===== src/rtl/cpu_clock_gen_pkg.sv =====
// rtl/cpu_clock_gen_pkg.sv - shared types and defaults for the CPU clock-enable generator
package cpu_clk_pkg;

    typedef enum logic [1:0] {
        MODE_RUN  = 2'd0,
        MODE_STEP = 2'd1,
        MODE_HALT = 2'd2
    } clk_mode_e;

    localparam int DEFAULT_DIV_WIDTH       = 24;
    localparam int DEFAULT_DEBOUNCE_CYCLES = 1000000;

endpackage


===== src/rtl/cpu_clock_gen_if.sv =====
// rtl/cpu_clock_gen_if.sv - control-unit / board side signals of the CPU clock-enable generator
interface cpu_clock_gen_if #(
    parameter int DIV_WIDTH = 24
) ();

    logic                 clk_halt;
    logic                 manual_mode;
    logic                 step_btn;
    logic [DIV_WIDTH-1:0] div_sel;
    logic                 cpu_clk_en;
    logic                 cpu_clk_led;
    logic                 halted;

    modport master (
        output clk_halt, manual_mode, step_btn, div_sel,
        input  cpu_clk_en, cpu_clk_led, halted
    );

    modport slave (
        input  clk_halt, manual_mode, step_btn, div_sel,
        output cpu_clk_en, cpu_clk_led, halted
    );

endinterface


===== src/rtl/cpu_clock_gen_debounce.sv =====
// rtl/cpu_clock_gen_debounce.sv - 2-flop synchroniser plus stability-counter debounce for a pushbutton
module button_debounce #(
    parameter int STABLE_CYCLES = 1000000
) (
    input  logic clk,
    input  logic rst,
    input  logic raw_in,
    output logic clean_out,
    output logic rise_pulse
);

    localparam int            CW   = (STABLE_CYCLES > 1) ? $clog2(STABLE_CYCLES) : 1;
    localparam logic [CW-1:0] LAST = CW'(STABLE_CYCLES - 1);

    logic          sync1;
    logic          sync2;
    logic [CW-1:0] stable_cnt;

    always_ff @(posedge clk) begin
        if (rst) begin
            sync1      <= 1'b0;
            sync2      <= 1'b0;
            stable_cnt <= '0;
            clean_out  <= 1'b0;
            rise_pulse <= 1'b0;
        end else begin
            sync1      <= raw_in;
            sync2      <= sync1;
            rise_pulse <= 1'b0;
            // Any return to the accepted level restarts the stability window.
            if (sync2 == clean_out) begin
                stable_cnt <= '0;
            end else if (stable_cnt == LAST) begin
                clean_out  <= sync2;
                stable_cnt <= '0;
                rise_pulse <= sync2;
            end else begin
                stable_cnt <= stable_cnt + 1'b1;
            end
        end
    end

endmodule


===== src/rtl/cpu_clock_gen.sv =====
// rtl/cpu_clock_gen.sv - CPU clock-enable strobe: free-run divider, debounced single step, sticky halt
module cpu_clock_gen
    import cpu_clk_pkg::*;
#(
    parameter int DIV_WIDTH       = DEFAULT_DIV_WIDTH,
    parameter int DEBOUNCE_CYCLES = DEFAULT_DEBOUNCE_CYCLES
) (
    input  logic            clk,
    input  logic            rst,
    cpu_clock_gen_if.slave  bus
);

    clk_mode_e            state;
    logic [DIV_WIDTH-1:0] div_cnt;
    logic                 mode_sync1;
    logic                 manual_synced;
    logic                 step_clean;
    logic                 step_rise;
    logic                 fire;
    logic                 clk_en_q;
    logic                 led_q;
    logic                 halted_q;

    button_debounce #(
        .STABLE_CYCLES(DEBOUNCE_CYCLES)
    ) u_step_debounce (
        .clk        (clk),
        .rst        (rst),
        .raw_in     (bus.step_btn),
        .clean_out  (step_clean),
        .rise_pulse (step_rise)
    );

    // A pending mode change blocks firing so the first cycle in the new mode starts clean.
    always_comb begin
        fire = 1'b0;
        case (state)
            MODE_RUN:  fire = !manual_synced && (div_cnt >= bus.div_sel);
            MODE_STEP: fire = manual_synced && step_rise && step_clean;
            default:   fire = 1'b0;
        endcase
    end

    always_ff @(posedge clk) begin
        if (rst) begin
            state         <= MODE_RUN;
            div_cnt       <= '0;
            mode_sync1    <= 1'b0;
            manual_synced <= 1'b0;
            clk_en_q      <= 1'b0;
            led_q         <= 1'b0;
            halted_q      <= 1'b0;
        end else begin
            mode_sync1    <= bus.manual_mode;
            manual_synced <= mode_sync1;
            clk_en_q      <= fire & ~bus.clk_halt & ~halted_q;
            if (clk_en_q) begin
                led_q <= ~led_q;
            end
            if (bus.clk_halt) begin
                halted_q <= 1'b1;
            end

            if (bus.clk_halt || state == MODE_HALT) begin
                state <= MODE_HALT;
            end else if (state == MODE_RUN) begin
                if (manual_synced) begin
                    state   <= MODE_STEP;
                    div_cnt <= '0;
                end else if (fire) begin
                    div_cnt <= '0;
                end else begin
                    div_cnt <= div_cnt + 1'b1;
                end
            end else begin
                div_cnt <= '0;
                if (!manual_synced) begin
                    state <= MODE_RUN;
                end
            end
        end
    end

    assign bus.cpu_clk_en  = clk_en_q;
    assign bus.cpu_clk_led = led_q;
    assign bus.halted      = halted_q;

endmodule


===== src/flat_wrapper.sv =====
// flat-port wrapper written by rule: the top's interface ports become plain ports
module cpu_clock_gen_flat import cpu_clk_pkg::*;
#(
    parameter int DIV_WIDTH       = DEFAULT_DIV_WIDTH,
    parameter int DEBOUNCE_CYCLES = DEFAULT_DEBOUNCE_CYCLES
)
  (clk, rst, bus_clk_halt, bus_manual_mode, bus_step_btn, bus_div_sel, bus_cpu_clk_en, bus_cpu_clk_led, bus_halted);
  cpu_clock_gen_if #(.DIV_WIDTH(DIV_WIDTH)) bus_i ();
  input  logic clk;
  input  logic rst;
  input wire logic [$bits(bus_i.clk_halt)-1:0] bus_clk_halt;
  input wire logic [$bits(bus_i.manual_mode)-1:0] bus_manual_mode;
  input wire logic [$bits(bus_i.step_btn)-1:0] bus_step_btn;
  input wire logic [$bits(bus_i.div_sel)-1:0] bus_div_sel;
  output wire logic [$bits(bus_i.cpu_clk_en)-1:0] bus_cpu_clk_en;
  output wire logic [$bits(bus_i.cpu_clk_led)-1:0] bus_cpu_clk_led;
  output wire logic [$bits(bus_i.halted)-1:0] bus_halted;
  assign bus_i.clk_halt = bus_clk_halt;
  assign bus_i.manual_mode = bus_manual_mode;
  assign bus_i.step_btn = bus_step_btn;
  assign bus_i.div_sel = bus_div_sel;
  assign bus_cpu_clk_en = bus_i.cpu_clk_en;
  assign bus_cpu_clk_led = bus_i.cpu_clk_led;
  assign bus_halted = bus_i.halted;
  cpu_clock_gen #(.DIV_WIDTH(DIV_WIDTH), .DEBOUNCE_CYCLES(DEBOUNCE_CYCLES)) u_core (.clk(clk), .rst(rst), .bus(bus_i));
endmodule

===== config.mk =====
export PLATFORM = sky130hd
export DESIGN_NAME = cpu_clock_gen_flat
export DESIGN_NICKNAME = d
export VERILOG_FILES = /design/src/rtl/cpu_clock_gen_pkg.sv /design/src/rtl/cpu_clock_gen_if.sv /design/src/rtl/cpu_clock_gen_debounce.sv /design/src/rtl/cpu_clock_gen.sv /design/src/flat_wrapper.sv
export SDC_FILE = /design/constraint.sdc
export NUM_CORES = 1
export LEC_CHECK = 0
export CORE_AREA = 2 2 82 84
export CTS_CLUSTER_DIAMETER = 200
export DETAILED_ROUTE_END_ITERATION = 10
export DIE_AREA = 0 0 84 86
export GPL_TIMING_DRIVEN = 0
export PLACE_DENSITY = 0.73
export SETUP_SLACK_MARGIN = 0.3
export SLEW_MARGIN = 20
export SYNTH_ARGS = -nofsm -noshare
export SYNTH_HDL_FRONTEND = slang
export SYNTH_SLANG_ARGS = --single-unit

===== constraint.sdc =====
create_clock -name clk -period 2.2 [get_ports clk]
set_input_delay 0.33 -clock clk [delete_from_list [all_inputs] [get_ports clk]]
set_output_delay 0.33 -clock clk [all_outputs]
set_load 0.02 [all_outputs]

# ---- Yosys cells after proc, flatten, opt, wreduce, memory -nomap -nowiden
# Index checks and enable logic that the tools add are counted.
dict set report classes {
  n_lt_le_gt_ge 1
  mux 8
  add_sub_neg 2
  bitwise_logic 7
  shifts 0
  mul 0
  reduce_logical 12
  n_div 0
  n_eq_ne 8
}
# operator n
set ops {}
lappend ops {{24-bit 2-to-1 mux} 3}
lappend ops {{24-bit by 1-bit adder with 24-bit output (second input constant)} 1}
lappend ops {{24-bit greater-or-equal comparator} 1}
lappend ops {{20-bit by 1-bit adder with 20-bit output (second input constant)} 1}
lappend ops {{20-bit == test (second input constant)} 1}
lappend ops {{2-bit 2-to-1 mux} 4}
lappend ops {{2-bit AND reduction} 3}
lappend ops {{3-bit OR reduction} 2}
lappend ops {{1-bit inverter} 5}
lappend ops {{1-bit logical AND} 3}
lappend ops {{3-bit by 1-bit != test with 1-bit output (second input constant)} 1}
lappend ops {{3-bit != test (second input constant)} 1}
lappend ops {{1-bit AND} 2}
lappend ops {{2-bit by 1-bit == test with 1-bit output (second input constant)} 1}
lappend ops {{2-bit == test (second input constant)} 1}
lappend ops {{2-bit zero test} 1}
lappend ops {{2-bit by 1-bit != test with 1-bit output (second input constant)} 1}
lappend ops {{2-bit != test (second input constant)} 1}
lappend ops {{1-bit case mux with 2 select lines} 1}
lappend ops {{2-bit OR reduction} 1}
lappend ops {{1-bit == test} 1}
lappend ops {{1-bit zero test} 1}
lappend ops {{1-bit logical OR} 1}
dict set report word_totals {
  mem_bits_ro 0
  out_inout_bits 3
  ram_bits 0
  reg_bits 55
  mem_count 0
  latchBits 0
  wordCells 51
  input_bits 29
}

# ---- Logic depth before layout (Yosys ltp)
# Gate-level depths: netlist (run 1).
dict set report logic_depth {
  depth_word 6
  ltp_mapped 10
  ltp_nobuf 8
}

# ---- Modules after synthesis
# From an unflattened synthesis (run 1), not the netlist that was laid out.
dict set report hier_totals {
  cells_unflattened 399
  area_unflattened_um2 3319.4
}
# mod instances area_each_um2 cells_each seq_area_each_um2
set modules_own_cells {}
lappend modules_own_cells {cpu_clock_gen 1 2239.6 276 620.6}
lappend modules_own_cells {button_debounce 1 1079.8 123 480.5}

# ---- Least setup slack after synthesis (run 1)
# Ideal clock, no wire load.
dict set report synth_timing {
  path_kind {flip-flop to flip-flop}
  from {reg u_core.div_cnt[0]}
  to {reg u_core.div_cnt[12]}
  path_buffers 2
  synth_period_minus_slack_ns 2.079
  arrival_ns 1.986
  required_ns 2.107
  setup_slack_ns 0.121
  path_stages_with_launch 11
  setup_time_ns 0.093
  path_cell_list {dfxtp_1 -> inv_1 -> ha_1 -> nand2b_1 -> a211oi_1 -> o221ai_1 -> a222oi_1 -> buf_4 -> nand2_2 -> buf_6 -> o311ai_2}
}
dict set report synth_via {
  elab_chain_len 6
  elab_cells_between_ends 7
  classes_between {add/sub (1); order compare (1); mux (4); reduce/logical (1)}
}
# element line_no
set synth_rtl {}
lappend synth_rtl {{start, declared} cpu_clock_gen.sv:14} ;# logic [DIV_WIDTH-1:0] div_cnt;
lappend synth_rtl {{start signal, assigned} cpu_clock_gen.sv:73} ;# div_cnt <= div_cnt + 1'b1;
lappend synth_rtl {{24-bit greater-or-equal comparator} cpu_clock_gen.sv:38} ;# MODE_RUN: fire = !manual_synced && (div_cnt >= bus.div_sel);
lappend synth_rtl {{1-bit logical AND} cpu_clock_gen.sv:38}
lappend synth_rtl {{1-bit case mux with 2 select lines} cpu_clock_gen.sv:37} ;# case (state)
lappend synth_rtl {{24-bit 2-to-1 mux *} cpu_clock_gen.sv:70} ;# end else if (fire) begin
lappend synth_rtl {{24-bit 2-to-1 mux *} cpu_clock_gen.sv:67} ;# if (manual_synced) begin
lappend synth_rtl {{24-bit 2-to-1 mux *} cpu_clock_gen.sv:66} ;# end else if (state == MODE_RUN) begin
# Mark *: on every way between the ends. The rest lies on a longest branch, timed or not.
# A chain may end at the register's enable or synchronous reset.

# ---- Worst setup path after layout (run 1)
dict set report layout_timing {
  from {reg u_core.div_cnt[20]}
  to {reg u_core.clk_en_q (netlist: u_core.bus.cpu_clk_en)}
}
dict set report layout_via {
  elab_chain_len 5
}
# element line_no
set layout_rtl {}
lappend layout_rtl {{24-bit greater-or-equal comparator} cpu_clock_gen.sv:38}
lappend layout_rtl {{1-bit logical AND} cpu_clock_gen.sv:38}
lappend layout_rtl {{1-bit case mux with 2 select lines} cpu_clock_gen.sv:37}
lappend layout_rtl {{1-bit AND (2 in a row)} cpu_clock_gen.sv:56} ;# clk_en_q <= fire & ~bus.clk_halt & ~halted_q;
lappend layout_rtl {{end signal, assigned} cpu_clock_gen.sv:56}
lappend layout_rtl {{end, declared} cpu_clock_gen.sv:20} ;# logic clk_en_q;
# Every way passes these cells.

==> results of run 1 <==
## metal layers
metal	share of wire	routed length (microns)
met4	0.012	85
met1	0.45	3270
met5	0	0
met3	0.045	327
met2	0.49	3520
## per-stage QoR
step / cells / hold WS, ns / cell area [sq um]
final: 503 / 0.450 / 4080
after global placement: 482 / 0.417 / 3520
after floorplan: 374 / 0.414 / 3110
after global routing: 503 / 0.463 / 4080
after detailed placement: 482 / 0.430 / 3520
after CTS: 503 / 0.453 / 4020
## worst paths after layout
kind,end,cells past startpoint,startpoint,slack (ns)
setup / recovery,u_core.bus.cpu_clk_en$_SDFF_PP0_,9,u_core.div_cnt[20]$_SDFFE_PP0N_,0.09
hold / removal,u_core.manual_synced$_SDFF_PP0_,1,u_core.mode_sync1$_SDFF_PP0_,0.45
setup reg to reg,u_core.bus.cpu_clk_en$_SDFF_PP0_,9,u_core.div_cnt[20]$_SDFFE_PP0N_,0.09
hold reg to reg,u_core.manual_synced$_SDFF_PP0_,1,u_core.mode_sync1$_SDFF_PP0_,0.45
## timing repair
action | in CTS | in global routing
hold endpoints to repair | 0 | 0
resized for setup | 87 | 11
cloned | 1 | 0
pin swaps | 43 | 6
setup endpoints to repair | 45 | 45
hold buffers | 0 | 0
setup buffers | 13 | 0
## cells by family (layout without fill, tap and decap cells)
| group | after synthesis | count (layout) |
|---|---|---|
| buffers and inverters | 44 | 96 |
| AO/OA/AOI/OAI | 51 | 51 |
| AND/OR/NAND/NOR | 166 | 166 |
| XOR/XNOR | 29 | 29 |
| flip-flops | 55 | 55 |
| multiplexers | 3 | 3 |
| adder cells (fa/ha/maj) | 26 | 26 |
## power by group through the flow
stage          Clock, uW  Combinational (uW)  Sequential [uW]
6_report             659                 201             1010
5_1_grt              707                 224             1010
4_1_cts              665                 193             1010
3_5_place_dp           0                 155             1040
3_3_place_gp           0                 151             1040
2_1_floorplan          0                76.8             1040
## sequential cells by signal, indices dropped and copies added, names as in the netlist
signal and flops:
u_core.mode_sync1 1, u_core.u_step_debounce.sync2 1, u_core.bus.halted 1, u_core.u_step_debounce.rise_pulse 1
u_core.div_cnt 24, u_core.u_step_debounce.sync1 1, u_core.state 2, u_core.manual_synced 1
u_core.bus.cpu_clk_led 1, u_core.u_step_debounce.clean_out 1, u_core.bus.cpu_clk_en 1, u_core.u_step_debounce.stable_cnt 20
## final cells by class
type,count,area share
buffer,12,0.0230
multi-input combinational,275,0.521
inverter,32,0.0294
clock buffer,5,0.0169
timing repair buffer,45,0.101
clock inverter,2,0.00919
tap,77,0.0236
sequential,55,0.276
## synth_stat cells, drive strengths merged, types with 4 or more instances
| library cell | n |
|---|---|
| o311ai | 6 |
| and3 | 8 |
| nor4 | 4 |
| xnor2 | 16 |
| nor2 | 40 |
| a21oi | 11 |
| xor2 | 13 |
| nand2 | 45 |
| nand3 | 24 |
| nor2b | 5 |
| inv | 32 |
| buf | 9 |
| dfxtp | 55 |
| nor3 | 6 |
| a31oi | 6 |
| o21ai | 13 |
| ha | 26 |
| nand4 | 18 |
| or3 | 4 |
==> qor.yml, run 1 <==
status: "finished clean"
antenna_found_initial: 0
numCtsBuffers: 5
gp_congestion: 0.923
cts.clk_slew.worst_paths_ns: 0.10
firstDrtPassIters: 5
finalSetupViolCount: 0
fp.dieH_microns: 86
vias: 2773
clock_latency_ns: 0.31
area_growth_pct: 31.5
ys.flop_type: "dfxtp_1"
grt_use_met2: 0.353
clock_path_buffers: 2
wl_per_cell_microns: 14.3
p_leak_uw: 0.00150
cp_data_required_time_ns: 2.43
synth.top_cell.area_share: 0.355
timing.fmax_mhz: 473
synth_top_family_by_area: "simple AND/OR/NAND/NOR gates"
synth_area_leaders: "dfxtp_1, ha_1, nand2_1, nor2_1, xnor2_1"
io_pins: 32
final_cell_mix: "nand2_1, dfxtp_1, nor2_1"
htreeDepth: 2
via_per_inst: 5.51
initial_core_util: 0.495
crit_fanout: 7
path_buf_inv: 2
crit_path_frequent_cell: "buf_4"
grt.overflow.total: 0
crit_type: "reg2reg"
power_uw: 1870
ys_ff_latch: 55
yosys.area_share.simple: 0.268
grt_pass1_vias: 2677
dp_slack_ns: -0.544
drv_slew: 0
swShare: 0.231
num-fill-cells: 527
synth_compound_area_frac: 0.121
drtIter0Drc: 129
clock_skew_ns: 0.00622
drt_wl_total_microns: 7200
yosysWarningCount: 0
critPathMaxStageDelay_ns: 0.37
synth_area_sq_um: 3100
fin_ws_ns: 0.0876
seqCellArea_sq_um: 1130
combPwrFrac: 0.107
synth_fa_ha_area_frac: 0.105
grt_max_degree: 17
switchingPower_uw: 432
worstPathCellList: "ha_1 -> nand4_1 -> nor2_1 -> and3_1 -> a222oi_1 -> buf_4 -> buf_4 -> a311o_1 -> a211oi_2"
portBuffers: 31
hold_viol_final: 0
p_seq_frac: 0.540
synthXorXnorAreaFrac: 0.0818
critical-path-top-delay-family: "simple AND/OR/NAND/NOR gates"
setup.worst_path.end_class: "flip-flop"
rsz0062_at_grt: "yes"
post-route-drc-count: 0
yosysSeqAreaShare: 0.355
yosysTopAreaCell: "dfxtp_1"
slew_headroom: 0.620
worstMarginPinSlew_ns: 0.570
async_flop_share: 0
ys_types: 46
multi_input_area_sq_um: 2130
synth.area.mux_share: 0.00967
top_usage_layer: "met2"
clkPwrFrac: 0.353
cp-start-kind: "flip-flop"
fin_setup_tns_ns: 0
drive_gt1_frac: 0.230
cts_tree: "done"
grt_pass1_wl_microns: 12400
final_util: 0.650
final_net_count: 481
syn_avg_cell_area_sq_um: 8.30
met1_usage: 0.273
use_met3: 0.0414
core_sq_um: 6280
synth_fp_nets: 429
synth_edf_count: 0
num_rows: 29
worstPathArrival_ns: 2.35
postRouteAntennaNets: 0
cts_root_buf: "clkbuf_8"
final.period_utilization: 0.960
slowest_stage: "dfxtp_2"
finalCriticalPeriod_ns: 2.11
place_hpwl_microns: 4930
gr-usage-all-layers: 0.210
syn-instance-count: 374
die-width_microns: 84
p_int_uw: 1440
power_density_nw_per_um2: 457
die-area_sq_um: 7220
peakVddDrop_v: 0.000363
diodes: 0
min_path_type: "reg2reg"
drv_cap: 0
clock_sink_count: 55
No activity file was read; power rests on OpenSTA's default activity.
==> inputs of run 2 (changes only) <==
==> constraint.sdc (replaced) <==
create_clock -name clk -period 2.2 [get_ports clk]
set_input_delay 0.44 -clock clk [delete_from_list [all_inputs] [get_ports clk]]
set_output_delay 0.44 -clock clk [all_outputs]
set_load 0.02 [all_outputs]
==> run 2 against run 1 <==
Compared with the run above: non-clock buffer count increased by 8; the flow now finishes with violations (setup timing); critical path depth increased by 1; power decreased by 4.9%; final cell count increased by 1.8%; register-to-register slack got worse by 0.12 ns; die area unchanged; wire length increased by 6.9%; maximum frequency decreased by 5.5%.
==> qor.yml, run 2 (synthesized netlist as in run 1, its figures left out) <==
status: "complete, but fails checks"
violations: "setup timing"
worstPathArrival_ns: 2.47  # +0.12 ns
critPathMaxStageDelay_ns: 0.38  # about the same
grt.overflow.total: 0  # unchanged
final_net_count: 489  # +1.7%
grt_pass1_vias: 2670  # -0.26%
vias: 2863  # +3.2%
holdPathStages: 1  # unchanged
regMostFlops: "u_core.div_cnt"
cts_tree: "done"
timing.fmax_mhz: 447  # -5.5%
via_per_inst: 5.59  # +1.4%
wl_per_cell_microns: 15.0  # +5.0%
postRouteAntennaNets: 0  # unchanged
rr_worst_depth: 10  # +1
diodes: 0  # unchanged
final_cell_mix: "nand2_1, nor2_1, dfxtp_1"
p_leak_uw: 0.00154  # +2.7%
drt_wl_total_microns: 7690  # +6.9%
crit_cells: 10  # +1
path_buf_inv: 3  # +1
cts.clk_slew.worst_paths_ns: 0.10  # about the same
post-route-drc-count: 0  # unchanged
grt_max_degree: 18  # +1
power_density_nw_per_um2: 422  # -7.8%
largest_reg_flops: 24  # unchanged
finalSetupViolCount: 1  # +1
drtIter0Drc: 175  # +36%
firstDrtPassIters: 4  # -1
core_sq_um: 6280  # unchanged
portBuffers: 31  # unchanged
crit_fanout: 4  # -3
dpl_cell_area_sq_um: 3640  # +3.6%
slowest_stage: "dfxtp_4"
fin_cells: 512  # +1.8%
initial_core_util: 0.495  # unchanged
drive_gt1_frac: 0.276  # +0.0458
peakVddDrop_v: 0.000335  # -7.6%
dp_cells: 482  # unchanged
clock_path_buffers: 2  # unchanged
final.period_utilization: 1.02  # +0.0560
gr-usage-all-layers: 0.201  # -0.00976
drv_cap: 0  # unchanged
clock_sink_count: 55  # unchanged
antenna_found_initial: 0  # unchanged
crit_type: "reg2reg"
fin_ws_ns: -0.0355  # -0.123 ns
worstMarginPinSlew_ns: 0.549  # -0.0211 ns
setup.worst_path.end_class: "flip-flop"
rsz0062_at_grt: "yes"
worstPathCellList: "ha_4 -> nand4_1 -> buf_4 -> nor3_2 -> and3_1 -> a222oi_1 -> buf_4 -> buf_6 -> a311o_1 -> a211oi_2"
top_regs: "u_core.div_cnt x24, u_core.u_step_debounce.stable_cnt x20, u_core.state x2"
cp_data_required_time_ns: 2.43  # about the same
cp-start-kind: "flip-flop"
fp.dieH_microns: 86  # unchanged
htreeDepth: 2  # unchanged
num_rows: 29  # unchanged
drv_slew: 0  # unchanged
multi_input_area_sq_um: 2180  # +2.5%
slew_headroom: 0.631  # +0.0107
critical-path-top-delay-family: "simple AND/OR/NAND/NOR gates"
cts_root_buf: "clkbuf_8"
min_path_type: "reg2reg"
die-width_microns: 84  # unchanged
crit_path_frequent_cell: "buf_4"
clock_latency_ns: 0.31  # about the same
gp_congestion: 0.836  # -9.4%
io_pins: 32  # unchanged
finalCriticalPeriod_ns: 2.24  # +0.123 ns
place_hpwl_microns: 5120  # +3.9%
hold_viol_final: 0  # unchanged
numCtsBuffers: 5  # unchanged
area_growth_pct: 35.7
postCtsHoldBufs: 0  # unchanged
stdcell_area_sq_um: 4210  # +3.2%
die-area_sq_um: 7220  # unchanged
clock_skew_ns: 0.00618  # -0.0000470 ns
final_common_cell: "nand2_1"
num-fill-cells: 515  # -2.3%
grt_pass1_wl_microns: 12000  # -3.5%
seqCellArea_sq_um: 1150  # +2.4%
[run 2: changes by cell type in the layout (fill, tap and decap cells not counted), moves of 3 or more]
cell / previous run / this run
buf_4: 14 / 21
clkdlybuf4s15_1: 0 / 5
clkdlybuf4s50_1: 10 / 7
dfxtp_1: 43 / 39
dfxtp_2: 8 / 3
dfxtp_4: 4 / 13
ha_1: 11 / 8
ha_4: 13 / 18
inv_1: 19 / 15
inv_2: 13 / 16
[run 2: worst reg2reg max path: cells and delay by family (launching register included)]
family / cells / cell delay [ns]
AOI/OAI and AO/OA: 3 / 0.50
DFF: 1 / 0.38
buffers and inverters: 3 / 0.46
and+or+nand+nor: 3 / 0.55
adders and majority gates: 1 / 0.27
[run 2: metrics by stage]
stage / hold WS (ns) / setup TNS, ns / power [uW] / utilization / worst slack, ns
6_report: 0.445 / -0.0355 / 1780 / 0.671 / -0.0355
5_1_grt: 0.468 / -0.167 / 1850 / 0.671 / -0.0395
3_3_place_gp: 0.419 / -10.89 / 1210 / 0.580 / -0.477
2_1_floorplan: 0.414 / 0 / 1130 / - / 0.255
4_1_cts: 0.453 / 0 / 1790 / 0.637 / 0.0713
3_5_place_dp: 0.429 / -11.34 / 1210 / 0.580 / -0.500
[run 2: layout make-up]
class / instances / area share
clock inverters: 2 / 0.00386
flip-flops and latches: 55 / 0.274
inverters: 32 / 0.0291
multi-input cells: 275 / 0.518
plain buffers: 12 / 0.0205
well taps: 77 / 0.0229
clock buffers: 6 / 0.0172
repair buffers: 53 / 0.115
[run 2: report_power, final]
group	internal, uW	total (uW)	switching, uW
Clock	230	575	345
Combinational	101	203	102
Sequential	990	998	8.48
Total	1320	1780	455
[run 2: path summary, 6_finish.rpt]
check                                  startpoint                                to  slack [ns]
hold / removal       u_core.mode_sync1$_SDFF_PP0_   u_core.manual_synced$_SDFF_PP0_        0.45
setup / recovery  u_core.div_cnt[15]$_SDFFE_PP0N_  u_core.bus.cpu_clk_en$_SDFF_PP0_       -0.04
setup reg to reg  u_core.div_cnt[15]$_SDFFE_PP0N_  u_core.bus.cpu_clk_en$_SDFF_PP0_       -0.04
hold reg to reg      u_core.mode_sync1$_SDFF_PP0_   u_core.manual_synced$_SDFF_PP0_        0.45
[run 2: repair_timing]
action                     CTS  global route
pin swaps                   36            17
cloned                       1             0
setup buffers                8            13
gates resized for setup     80            31
setup endpoints to repair   45            45
[run 2: metal layers]
metal	track usage	vias up	routed length (microns)
li1	-	1426	-
met1	0.251	1344	3200
met2	0.356	81	3940
met3	0.0318	12	417
met4	0.0630	0	143
met5	0	-	0
